==> src/rtl/i2c_slave_regif.sv <==
// Write-only I2C target: matches SLV_ADDR, ACKs each byte and emits one register-write strobe per data byte.
// Define I2C_SLAVE_GLITCH_FILTER_EN to add a 3-sample majority filter after the synchronizers.
module i2c_slave_regif #(
    parameter logic [6:0]  SLV_ADDR   = 7'h50,
    parameter int unsigned DATA_WIDTH = 8
) (
    input  logic                  clk,
    input  logic                  rst,
    input  logic                  sclk,
    input  logic                  sda_in,
    output logic                  sda_oe,
    output logic                  wr_valid,
    output logic [7:0]            wr_addr,
    output logic [DATA_WIDTH-1:0] wr_data,
    output logic                  busy
);

    typedef enum logic [2:0] {
        StIdle, StAddr, StAddrAck, StReg, StRegAck, StData, StDataAck, StIgnore
    } state_e;

    // Sync flops reset to the idle bus level so leaving reset creates no SDA fall.
    logic [1:0] scl_sync_q, sda_sync_q;
    logic       scl_cur, scl_prev, sda_cur, sda_prev;

    always_ff @(posedge clk) begin
        if (rst) begin
            scl_sync_q <= 2'b11;
            sda_sync_q <= 2'b11;
        end else begin
            scl_sync_q <= {scl_sync_q[0], sclk};
            sda_sync_q <= {sda_sync_q[0], sda_in};
        end
    end

`ifdef I2C_SLAVE_GLITCH_FILTER_EN
    logic [2:0] scl_hist_q, sda_hist_q;
    logic [1:0] scl_filt_q, sda_filt_q;

    function automatic logic maj3(input logic [2:0] v);
        return (v[0] & v[1]) | (v[0] & v[2]) | (v[1] & v[2]);
    endfunction

    always_ff @(posedge clk) begin
        if (rst) begin
            scl_hist_q <= 3'b111;
            sda_hist_q <= 3'b111;
            scl_filt_q <= 2'b11;
            sda_filt_q <= 2'b11;
        end else begin
            scl_hist_q <= {scl_hist_q[1:0], scl_sync_q[1]};
            sda_hist_q <= {sda_hist_q[1:0], sda_sync_q[1]};
            scl_filt_q <= {scl_filt_q[0], maj3(scl_hist_q)};
            sda_filt_q <= {sda_filt_q[0], maj3(sda_hist_q)};
        end
    end

    assign scl_cur  = scl_filt_q[0];
    assign scl_prev = scl_filt_q[1];
    assign sda_cur  = sda_filt_q[0];
    assign sda_prev = sda_filt_q[1];
`else
    logic scl_d3_q, sda_d3_q;

    always_ff @(posedge clk) begin
        if (rst) begin
            scl_d3_q <= 1'b1;
            sda_d3_q <= 1'b1;
        end else begin
            scl_d3_q <= scl_sync_q[1];
            sda_d3_q <= sda_sync_q[1];
        end
    end

    assign scl_cur  = scl_sync_q[1];
    assign scl_prev = scl_d3_q;
    assign sda_cur  = sda_sync_q[1];
    assign sda_prev = sda_d3_q;
`endif

    logic scl_rise, scl_fall, start_cond, stop_cond;
    assign scl_rise   = scl_cur & ~scl_prev;
    assign scl_fall   = ~scl_cur & scl_prev;
    assign start_cond = scl_cur & scl_prev & ~sda_cur & sda_prev;
    assign stop_cond  = scl_cur & scl_prev & sda_cur & ~sda_prev;

    state_e                state_q, state_d;
    logic [2:0]            cnt_q, cnt_d;
    logic                  full_q, full_d;
    logic [DATA_WIDTH-1:0] shift_q, shift_d;
    logic [7:0]            ptr_q, ptr_d;
    logic                  sda_oe_q, sda_oe_d;
    logic                  busy_q, busy_d;
    logic                  wr_valid_q, wr_valid_d;
    logic [7:0]            wr_addr_q, wr_addr_d;
    logic [DATA_WIDTH-1:0] wr_data_q, wr_data_d;

    always_ff @(posedge clk) begin
        if (rst) begin
            state_q    <= StIdle;
            cnt_q      <= '0;
            full_q     <= 1'b0;
            shift_q    <= '0;
            ptr_q      <= '0;
            sda_oe_q   <= 1'b0;
            busy_q     <= 1'b0;
            wr_valid_q <= 1'b0;
            wr_addr_q  <= '0;
            wr_data_q  <= '0;
        end else begin
            state_q    <= state_d;
            cnt_q      <= cnt_d;
            full_q     <= full_d;
            shift_q    <= shift_d;
            ptr_q      <= ptr_d;
            sda_oe_q   <= sda_oe_d;
            busy_q     <= busy_d;
            wr_valid_q <= wr_valid_d;
            wr_addr_q  <= wr_addr_d;
            wr_data_q  <= wr_data_d;
        end
    end

    always_comb begin
        state_d    = state_q;
        cnt_d      = cnt_q;
        full_d     = full_q;
        shift_d    = shift_q;
        ptr_d      = ptr_q;
        sda_oe_d   = sda_oe_q;
        busy_d     = busy_q;
        wr_valid_d = 1'b0;
        wr_addr_d  = wr_addr_q;
        wr_data_d  = wr_data_q;

        // Bus conditions outrank any coincident SCL edge and drop partial bytes.
        if (start_cond) begin
            state_d  = StAddr;
            cnt_d    = '0;
            full_d   = 1'b0;
            sda_oe_d = 1'b0;
            busy_d   = 1'b1;
        end else if (stop_cond) begin
            state_d  = StIdle;
            cnt_d    = '0;
            full_d   = 1'b0;
            sda_oe_d = 1'b0;
            busy_d   = 1'b0;
        end else begin
            unique case (state_q)
                StAddr, StReg, StData: begin
                    if (!full_q && scl_rise) begin
                        shift_d = {shift_q[DATA_WIDTH-2:0], sda_cur};
                        cnt_d   = cnt_q + 3'd1;
                        if (cnt_q == 3'd7) begin
                            full_d = 1'b1;
                            if (state_q == StReg) begin
                                ptr_d = shift_d;
                            end else if (state_q == StData) begin
                                wr_valid_d = 1'b1;
                                wr_addr_d  = ptr_q;
                                wr_data_d  = shift_d;
                                ptr_d      = ptr_q + 8'd1;
                            end
                        end
                    end else if (full_q && scl_fall) begin
                        full_d = 1'b0;
                        cnt_d  = '0;
                        if (state_q == StAddr) begin
                            if (shift_q == {SLV_ADDR, 1'b0}) begin
                                state_d  = StAddrAck;
                                sda_oe_d = 1'b1;
                            end else begin
                                state_d = StIgnore;
                                busy_d  = 1'b0;
                            end
                        end else begin
                            state_d  = (state_q == StReg) ? StRegAck : StDataAck;
                            sda_oe_d = 1'b1;
                        end
                    end
                end
                StAddrAck, StRegAck, StDataAck: begin
                    if (scl_fall) begin
                        sda_oe_d = 1'b0;
                        state_d  = (state_q == StAddrAck) ? StReg : StData;
                    end
                end
                default: ;
            endcase
        end
    end

    assign sda_oe   = sda_oe_q;
    assign busy     = busy_q;
    assign wr_valid = wr_valid_q;
    assign wr_addr  = wr_addr_q;
    assign wr_data  = wr_data_q;

endmodule

==> config.mk <==
export PLATFORM = sky130hd
export DESIGN_NAME = i2c_slave_regif
export DESIGN_NICKNAME = d
export VERILOG_FILES = /design/src/rtl/i2c_slave_regif.sv
export SDC_FILE = /design/constraint.sdc
export NUM_CORES = 1
export LEC_CHECK = 0
export BUFFER_PORTS_ARGS = -buffer_cell sky130_fd_sc_hd__buf_2
export CAP_MARGIN = 20
export CELL_PAD_IN_SITES_DETAIL_PLACEMENT = 1
export CELL_PAD_IN_SITES_GLOBAL_PLACEMENT = 2
export CORE_UTILIZATION = 37
export CTS_CLUSTER_SIZE = 24
export DETAILED_ROUTE_END_ITERATION = 10
export PLACE_DENSITY_LB_ADDON = 0.1
export SLEW_MARGIN = 20
export SYNTH_ARGS = -nofsm -noshare
export SYNTH_HDL_FRONTEND = slang
export SYNTH_SLANG_ARGS = --single-unit
==> constraint.sdc <==
create_clock -name clk -period 2.7 [get_ports clk]
set_input_delay 0.27 -clock clk [delete_from_list [all_inputs] [get_ports clk]]
set_output_delay 0.27 -clock clk [all_outputs]
set_load 0.02 [all_outputs]
==> metrics.txt, run 1 <==
Post-Syn Nets=244; DR DRC count=0; CP required=2.93 ns; gpl congestion=0.7337; FP Rows=26; clk sinks=48; Tot Pwr=1.167 mW; M1 WL=2.485 mm; library cells used by synthesis=45; net load switching power=0.2654 mW; core area=5205 sq um; hold wc startpoint=sda_in; largest net degree at the start of global routing=38; hpwl dp=3.342 mm; Vias/cell=5.154; Syn Area/Cell=8.553 sq um; met3 routed WL=143 um; leakage=0.8923 nW; clk root buf=clkbuf_8; Sequential Power Share=0.616; Max clock buf depth=2; Setup Skew=0.004712 ns; period utilisation layout=0.7533; filler cell count=648; hold_buf cts=0; startpoint types=flip-flop; clk_lat worst skew=0.30 ns; Peak Freq=491.7 MHz; Synth Cell Area=2027 sq um; Yosys reg bits=48; post-cts gate resize count=0; fin nets=261; DR iter-0 viols=82; vias in the first global route=1626; Post-Route WL=4.796 mm; Slew @ Worst Pin=0.6961 ns; Logic pwr share=0.033; Finish-stage setup viols=0; antenna viol nets, final=0; Slew Viols, Final=0; final hold slack=0.1505 ns; htree depth=2; drt pass-1 iters=4; clock share of power=0.351; GR Util All Layers=0.1814; Setup Buffers After CTS=0; share of cells above drive strength 1=0.1496; Reg clk slew, reported paths=0.08 ns; met2 WL=2.102 mm; grt ovf=0; Max-slew headroom=0.5296; fin crit period=2.034 ns; Top FF cell, synth=dfxtp_1; global-route wire length before repair=8.286 mm; dpl cell area=2156 sq um; worst setup margin=0.6661 ns; Post-synth ARST share=0; Starting Density=0.3894; total CTS buffers=5; switching share of power=0.2274; Ys Warns=0; P&R area growth vs syn=10.37%; Vias=1670; largest fanout on the critical path=16; crit path DAT=2.26 ns; initial antenna violation count=0; # IOs=23; highest metal used=met4; DIE HEIGHT=76.02 um; CTS tree=yes; FF-to-FF Start=cnt_q[0]; post-synthesis sequential area ratio=0.4741; WL per Instance=14.80 um; status=completed; IO buf count=22; area of the multi-input gates=985.9 sq um; Internal=0.9017 mW; final instance area=2237 sq um; register area=960.9 sq um; Antenna Cells=0; VDD IR max=0.2749 mV; area of the die=5778 sq um; max_cap viols=0; Post-synth EDFFs=0; most frequent cells in the layout=48 x dfxtp_1, 46 x nand2_1, 29 x a21oi_1, 22 x buf_2, 19 x nor2_1; HP Class=primary input to flip-flop; Syn Inst Count=237; RSZ-0062 raised after global routing=no; Die X-Extent=76.02 um; setup_tns=0 ns; most common cell after layout, fill and taps aside=dfxtp_1; PwrDens=521.7 nW/um^2; crit path launch=cnt_q[0]; Worst setup EP type=flip-flop; pre-CTS WS=0.6712 ns; type of the worst setup path=flip-flop to flip-flop; Hold Violations, Final=0
power by group through the flow:
stage                     Sequential [mW]  Combinational (mW)  Clock, mW
after floorplan                     0.735              0.0278          0
after CTS                           0.720              0.0385      0.430
final                               0.719              0.0381      0.410
after global routing                0.721              0.0429      0.463
after global placement              0.736              0.0385          0
after detailed placement            0.736              0.0385          0
layout make-up:
class,instances,area share
inverter,3,0.005034
timing repair buffer,22,0.04922
sequential,48,0.4295
tap,70,0.03915
clock inverter,2,0.005593
clock buffer,5,0.03076
multi-input combinational,174,0.4407
state kept, by name, summed over array words and instances (netlist names), 2 cells and up:
signal,cells
shift_q,8
scl_sync_q,2
wr_data,8
wr_addr,8
sda_sync_q,2
state_q,3
ptr_q,8
cnt_q,3
synth_stat cells (4+ instances only):
cell / n / area, sq um
nand3b_1: 4 / 30.03
or2_2: 5 / 31.28
o21ai_0: 8 / 40.04
nor2_1: 19 / 71.32
buf_2: 4 / 20.02
a21oi_1: 29 / 145.1
nand2_1: 46 / 172.7
and3_1: 4 / 25.02
nand3_1: 9 / 45.04
clkbuf_1: 4 / 15.01
mux2i_1: 8 / 80.08
dfxtp_1: 48 / 960.9
kinds of logic (layout without fill, tap and decap cells):
group | Yosys count | count (layout) | share of synthesized area
AO/OA/AOI/OAI | 59 | 59 | 0.1833
XOR/XNOR | 1 | 1 | 0.004322
adder cells (fa/ha/maj) | 3 | 3 | 0.01852
buffers and inverters | 15 | 32 | 0.03950
flip-flops | 48 | 48 | 0.4741
multiplexers | 8 | 8 | 0.03951
AND/OR/NAND/NOR | 103 | 103 | 0.2407
critical path, stage by stage, from the launching register on:
cell and delay [ns]:
dfxtp_1 0.35, ha_1 0.16, ha_1 0.12, and4bb_1 0.44, and2_1 0.59, nand2_1 0.15
a21oi_1 0.14
per-layer routing:
layer | track usage | up-vias
li1 | - | 861
met1 | 0.2483 | 780
met2 | 0.2800 | 23
met3 | 0.04551 | 6
met4 | 0.05769 | 0
met5 | 0 | -
per-stage QoR:
stage                     cells    util
final                       324  0.4298
after global routing        324  0.4298
after CTS                   324  0.4298
after detailed placement    317  0.4142
after global placement      317  0.4142
after floorplan             237       -
final timing paths:
kind | end | cells after the start | slack [ns]
hold / removal | sda_sync_q[0] | 2 | 0.15
setup / recovery | wr_addr[7] | 6 | 0.67
hold reg to reg | sda_sync_q[1] | 1 | 0.42
setup reg to reg | wr_addr[7] | 6 | 0.67
Note: power is estimated with default switching activity, not from simulation.
==> run 2: changes to the inputs <==
--- a/config.mk
+++ b/config.mk
@@ -9,7 +9,7 @@
 export CAP_MARGIN = 20
 export CELL_PAD_IN_SITES_DETAIL_PLACEMENT = 1
 export CELL_PAD_IN_SITES_GLOBAL_PLACEMENT = 2
-export CORE_UTILIZATION = 37
+export CORE_UTILIZATION = 34
 export CTS_CLUSTER_SIZE = 24
 export DETAILED_ROUTE_END_ITERATION = 10
 export PLACE_DENSITY_LB_ADDON = 0.1
==> constraint.sdc (replaced) <==
create_clock -name clk -period 2.1 [get_ports clk]
set_input_delay 0.21 -clock clk [delete_from_list [all_inputs] [get_ports clk]]
set_output_delay 0.21 -clock clk [all_outputs]
set_load 0.02 [all_outputs]
==> metrics.txt, run 2 (synthesis results as in run 1) <==
switching share of power=0.2169 (-0.01044); Peak Freq=553.6 MHz (+13%); initial antenna violation count=0 (unchanged); FF-to-FF Start=cnt_q[0]; busiest grt layer=met2; PwrDens=710.2 nW/um^2 (+36%); Sequential Power Share=0.561 (-0.055); vias in the first global route=1604 (-1.4%); Crit-path slowest cell=and4bb_1; end of the worst hold path=scl_sync_q[0]; Logic pwr share=0.031 (-0.002); grt ovf=0 (unchanged); setup_tns=0 ns (unchanged); GR Util All Layers=0.1675 (-0.01393); most used cell along the critical path=ha_1; met1 Track Usage GR=0.2350 (-0.01331); antenna viol nets, final=0 (unchanged); gpl congestion=0.7813 (+6.5%); max_cap viols=0 (unchanged); total CTS buffers=5 (unchanged); DR iter-0 viols=130 (+59%); global-route wire length before repair=8.093 mm (-2.3%); clk_lat worst skew=0.30 ns (about the same); Die X-Extent=79.21 um (+4.2%); Setup Skew=0.01082 ns (+0.006105 ns); # IOs=23 (unchanged); largest fanout on the critical path=10 (-6); hold_buf cts=0 (unchanged); GRT met2 Usage=0.2474 (-0.03259); most frequent cells in the layout=48 x dfxtp_1, 46 x nand2_1, 29 x a21oi_1, 22 x buf_2, 19 x nor2_1; WL per Instance=14.33 um (-3.2%); clk root buf=clkbuf_8; Max clock buf depth=2 (unchanged); startpoint types=flip-flop; post-cts gate resize count=0 (unchanged); final hold slack=0.09080 ns (-0.05966 ns); Worst setup EP type=flip-flop; hpwl dp=3.372 mm (+0.90%); VDD IR max=0.3878 mV (+41%); hold wc startpoint=sclk; Internal=1.289 mW (+43%); fin nets=268 (+2.7%); htree depth=2 (unchanged); critical path's largest stage delay=0.42 ns (-0.17 ns); Vias/cell=5.219 (+1.2%); Slew Viols, Final=0 (unchanged); area of the die=6274 sq um (+8.6%); Reg clk slew, reported paths=0.09 ns (about the same); P&R area growth vs syn=14.38%; HP Class=primary input to flip-flop; kind of cell adding the most delay to the critical path=compound AO/OA/AOI/OAI gates; Hold Violations, Final=0 (unchanged); reg-to-reg critical path endpoint=ptr_q[7]; grt met3 use=0.04023 (-0.005279); Finish-stage setup viols=0 (unchanged); Setup Buffers After CTS=0 (unchanged); Post-Route WL=4.787 mm (-0.19%); reg2reg setup slack=0.29 ns (-0.37 ns); DR DRC count=0 (unchanged); critical path buffer and inverter count=0 (unchanged); CTS tree=yes; Antenna Cells=0 (unchanged); period utilisation layout=0.8602 (+0.1069); Max-slew headroom=0.5468 (+0.01715); crit path DAT=2.02 ns (-0.24 ns); core area=5642 sq um (+8.4%); R2R depth=6 (unchanged); CP Cell Sequence=ha_1, ha_1, and4bb_1, a21boi_4, nand2_1, a32o_1; Slew @ Worst Pin=0.6753 ns (-0.02076 ns); clock share of power=0.407 (+0.056); share of cells above drive strength 1=0.1718 (+0.02215); clk sinks=48 (unchanged); Vias=1743 (+4.4%); type of the worst setup path=flip-flop to flip-flop; most common cell after layout, fill and taps aside=dfxtp_1; fin crit period=1.806 ns (-0.2274 ns); Starting Density=0.3593 (-0.03014); IO buf count=22 (unchanged); largest net degree at the start of global routing=21 (-45%); hold path depth=2 (unchanged); FP Rows=27 (+3.8%); DIE HEIGHT=79.21 um (+4.2%); net load switching power=0.3572 mW (+35%); RSZ-0062 raised after global routing=no; CP required=2.31 ns (-0.62 ns); leakage=0.9412 nW (+5.5%); drt pass-1 iters=4 (unchanged); status=completed
-- run 2: cell type report --
class                           count  area (sq um)
Sequential cell                    48         960.9
Timing Repair Buffer               29         162.7
Fill cell                         691          3323
Inverter                            3         11.26
Clock inverter                      2         35.03
Tap cell                           72         90.09
Multi-Input combinational cell    174         985.9
Clock buffer                        6         72.57
-- run 2: power groups by stage --
stage | clock (mW) | sequential [mW] | combinational (mW)
after floorplan | 0 | 0.945 | 0.0357
after global placement | 0 | 0.946 | 0.0523
after detailed placement | 0 | 0.946 | 0.0523
after CTS | 0.699 | 0.925 | 0.0527
after global routing | 0.731 | 0.926 | 0.0574
final | 0.670 | 0.924 | 0.0517
-- run 2: worst max-delay path by stage --
stage                   from          to  slack [ns]  cells after the start
floorplan           cnt_q[0]  wr_addr[4]        0.48                      9
detailed placement  cnt_q[0]    ptr_q[7]        0.29                      6
global route        cnt_q[0]    ptr_q[3]        0.13                      6
global placement    cnt_q[0]    ptr_q[7]        0.31                      6
CTS                 cnt_q[0]    ptr_q[7]        0.28                      6
finish              cnt_q[0]    ptr_q[7]        0.29                      6
-- run 2: metal layers --
| layer | wire (um) | share of wire |
|---|---|---|
| met1 | 2502 | 0.52 |
| met2 | 2050 | 0.43 |
| met3 | 164 | 0.034 |
| met4 | 70 | 0.015 |
| met5 | 0 | 0 |
-- run 2: per-stage QoR --
| step | instance area [sq um] | total power, mW | cells | setup WS, ns | util |
|---|---|---|---|---|---|
| after global routing | 2318 | 1.714 | 334 | 0.1321 | 0.4110 |
| after global placement | 2211 | 0.9987 | 326 | 0.3111 | 0.3919 |
| after detailed placement | 2211 | 0.9983 | 326 | 0.2891 | 0.3919 |
| after CTS | 2318 | 1.677 | 334 | 0.2804 | 0.4110 |
| final | 2318 | 1.646 | 334 | 0.2935 | 0.4110 |
| after floorplan | 2027 | 0.9809 | 237 | 0.4840 | - |
==> run 3: changes to the inputs <==
--- a/config.mk
+++ b/config.mk
@@ -5,11 +5,12 @@
 export SDC_FILE = /design/constraint.sdc
 export NUM_CORES = 1
 export LEC_CHECK = 0
+export ABC_AREA = 1
 export BUFFER_PORTS_ARGS = -buffer_cell sky130_fd_sc_hd__buf_2
 export CAP_MARGIN = 20
 export CELL_PAD_IN_SITES_DETAIL_PLACEMENT = 1
 export CELL_PAD_IN_SITES_GLOBAL_PLACEMENT = 2
-export CORE_UTILIZATION = 34
+export CORE_UTILIZATION = 33
 export CTS_CLUSTER_SIZE = 24
 export DETAILED_ROUTE_END_ITERATION = 10
 export PLACE_DENSITY_LB_ADDON = 0.1
==> metrics.txt, run 3 <==
status=completed; vias in the first global route=1808 (+13%); post-synthesis sequential area ratio=0.4735 (-0.0005846); hold_buf cts=0 (unchanged); crit path DAT=1.80 ns (-0.22 ns); Synth Cell Area=2029 sq um (+0.12%); Yosys top cell by area=dfxtp_1; FF-to-FF Start=state_q[0]; RSZ-0062 raised after global routing=no; initial antenna violation count=0 (unchanged); fin crit period=1.562 ns (-0.2445 ns); Reg clk slew, reported paths=0.09 ns (about the same); reg-to-reg critical path endpoint=cnt_q[0]; fin nets=304 (+13%); clk sinks=48 (unchanged); Yosys reg bits=48 (unchanged); Ys Warns=0 (unchanged); Setup Skew=0.006007 ns (-0.004809 ns); max_cap viols=0 (unchanged); Crit-path slowest cell=dfxtp_1; Peak Freq=640.2 MHz (+16%); clk root buf=clkbuf_8; type of the worst setup path=flip-flop to flip-flop; Synth top area share=0.4735 (-0.0005846); Syn Inst Count=274 (+16%); GR Util All Layers=0.1796 (+0.01204); Post-Syn Nets=281 (+15%); global-route wire length before repair=8.776 mm (+8.4%); Setup Buffers After CTS=0 (unchanged); Vias/cell=4.890 (-6.3%); CP required=2.33 ns (+0.02 ns); startpoint types=flip-flop; count leader, synth=dfxtp_1; Synth top cells by count=48 x dfxtp_1, 44 x nand2_1, 37 x a21oi_1; kind of cell adding the most delay to the critical path=compound AO/OA/AOI/OAI gates; CTS tree=yes; DIE HEIGHT=80.42 um (+1.5%); antenna viol nets, final=0 (unchanged); Antenna Cells=0 (unchanged); most frequent cells in the layout=48 x dfxtp_1, 44 x nand2_1, 37 x a21oi_1, 36 x o21ai_0, 32 x inv_1; Finish-stage setup viols=0 (unchanged); core area=5921 sq um (+4.9%); Vias=1824 (+4.6%); P&R area growth vs syn=13.75%; Syn Area/Cell=7.407 sq um (-13%); DR iter-0 viols=52 (-60%); Slew @ Worst Pin=0.4861 ns (-0.1893 ns); Max-slew headroom=0.6752 (+0.1284); setup_tns=0 ns (unchanged); Post-synth EDFFs=0 (unchanged); Max clock buf depth=2 (unchanged); Slew Viols, Final=0 (unchanged); total CTS buffers=5 (unchanged); hold path depth=2 (unchanged); critical path buffer and inverter count=2 (+2); post-cts gate resize count=0 (unchanged); area of the die=6467 sq um (+3.1%); Tot Pwr=1.730 mW (+5.1%); period utilisation layout=0.7438 (-0.1164); Starting Density=0.3428 (-0.01651); IO buf count=22 (unchanged); R2R depth=6 (unchanged); hold wc startpoint=sclk; top cells by area, synth=dfxtp_1 47%, a21oi_1 9.1%, o21ai_0 8.9%; Hold Violations, Final=0 (unchanged); CP Cell Sequence=inv_1, a21oi_2, nand2_1, inv_2, o21ai_0, a21oi_1; most common cell after layout, fill and taps aside=dfxtp_1; grt ovf=0 (unchanged); FP Rows=28 (+3.7%); clk_lat worst skew=0.30 ns (about the same); end of the worst hold path=scl_sync_q[0]; WL per Instance=13.68 um (-4.6%); # IOs=23 (unchanged); DR DRC count=0 (unchanged); HP Class=primary input to flip-flop; VDD IR max=0.2548 mV (-34%); share of cells above drive strength 1=0.1544 (-0.01739); largest net degree at the start of global routing=33 (+57%); htree depth=2 (unchanged); library cells used by synthesis=24 (-47%); largest fanout on the critical path=16 (+6); leakage=1.052 nW (+12%); Post-synth ARST share=0 (unchanged); reg2reg setup slack=0.54 ns (+0.24 ns); Top FF cell, synth=dfxtp_1; PwrDens=749.5 nW/um^2 (+5.5%); worst setup margin=0.5380 ns (+0.2445 ns); pre-CTS WS=0.5365 ns (+0.2474 ns); Worst setup EP type=flip-flop; hpwl dp=3.685 mm (+9.3%); Die X-Extent=80.42 um (+1.5%); critical path's largest stage delay=0.39 ns (-0.03 ns); gpl congestion=0.7375 (-5.6%); Post-Route WL=5.101 mm (+6.6%); drt pass-1 iters=4 (unchanged)
run 3: final cells by class:
| class | instances | area, sq um |
|---|---|---|
| multi-input combinational | 183 | 895.9 |
| clock inverter | 2 | 15.01 |
| inverter | 34 | 127.6 |
| sequential | 48 | 960.9 |
| clock buffer | 6 | 82.58 |
| tap | 75 | 93.84 |
| timing repair buffer | 25 | 132.6 |
| fill | 760 | 3612 |
run 3: stage by stage:
step | util | hold WS, ns | cell area, sq um | instances
2_1_floorplan | - | 0.3138 | 2029 | 274
3_3_place_gp | 0.3734 | 0.3959 | 2211 | 365
3_5_place_dp | 0.3734 | 0.3959 | 2211 | 365
4_1_cts | 0.3899 | 0.07310 | 2308 | 373
5_1_grt | 0.3899 | 0.07272 | 2308 | 373
6_report | 0.3899 | 0.08192 | 2308 | 373
run 3: power breakdown:
group	leakage (nW)	internal, mW	switching (mW)
logic	0.620	0.0616	0.126
clock network	0.0434	0.267	0.317
registers	0.388	0.932	0.0271
run 3: kinds of logic (layout without fill, tap and decap cells):
| kind of cell | after synthesis | count (layout) | synth area share |
|---|---|---|---|
| xor gates and xnor gates | 1 | 1 | 0.004316 |
| buffers and inverters | 43 | 67 | 0.08508 |
| and+or+nand+nor | 98 | 98 | 0.2133 |
| adders and majority gates | 3 | 3 | 0.01850 |
| DFF | 48 | 48 | 0.4735 |
| AOI/OAI and AO/OA | 81 | 81 | 0.2053 |
run 3: how the worst max path moves through the flow:
stage	start	to	depth (start not counted)
2_1_floorplan	cnt_q[0]	ptr_q[5]	9
3_3_place_gp	cnt_q[0]	wr_addr[1]	8
3_5_place_dp	cnt_q[0]	wr_addr[1]	8
4_1_cts	state_q[0]	cnt_q[0]	6
5_1_grt	state_q[0]	cnt_q[0]	6
6_report	state_q[0]	cnt_q[0]	6
run 3: worst register-to-register path, cell delays in order (launching register included):
cell	delay (ns)
dfxtp_1	0.39
inv_1	0.14
a21oi_2	0.19
nand2_1	0.33
inv_2	0.22
o21ai_0	0.10
a21oi_1	0.13
run 3: routing by layer:
metal | GRT usage | up-vias | routed length [um]
li1 | - | 941 | -
met1 | 0.2274 | 856 | 2459
met2 | 0.3059 | 21 | 2461
met3 | 0.03750 | 6 | 118
met4 | 0.04821 | 0 | 62
met5 | 0 | - | 0
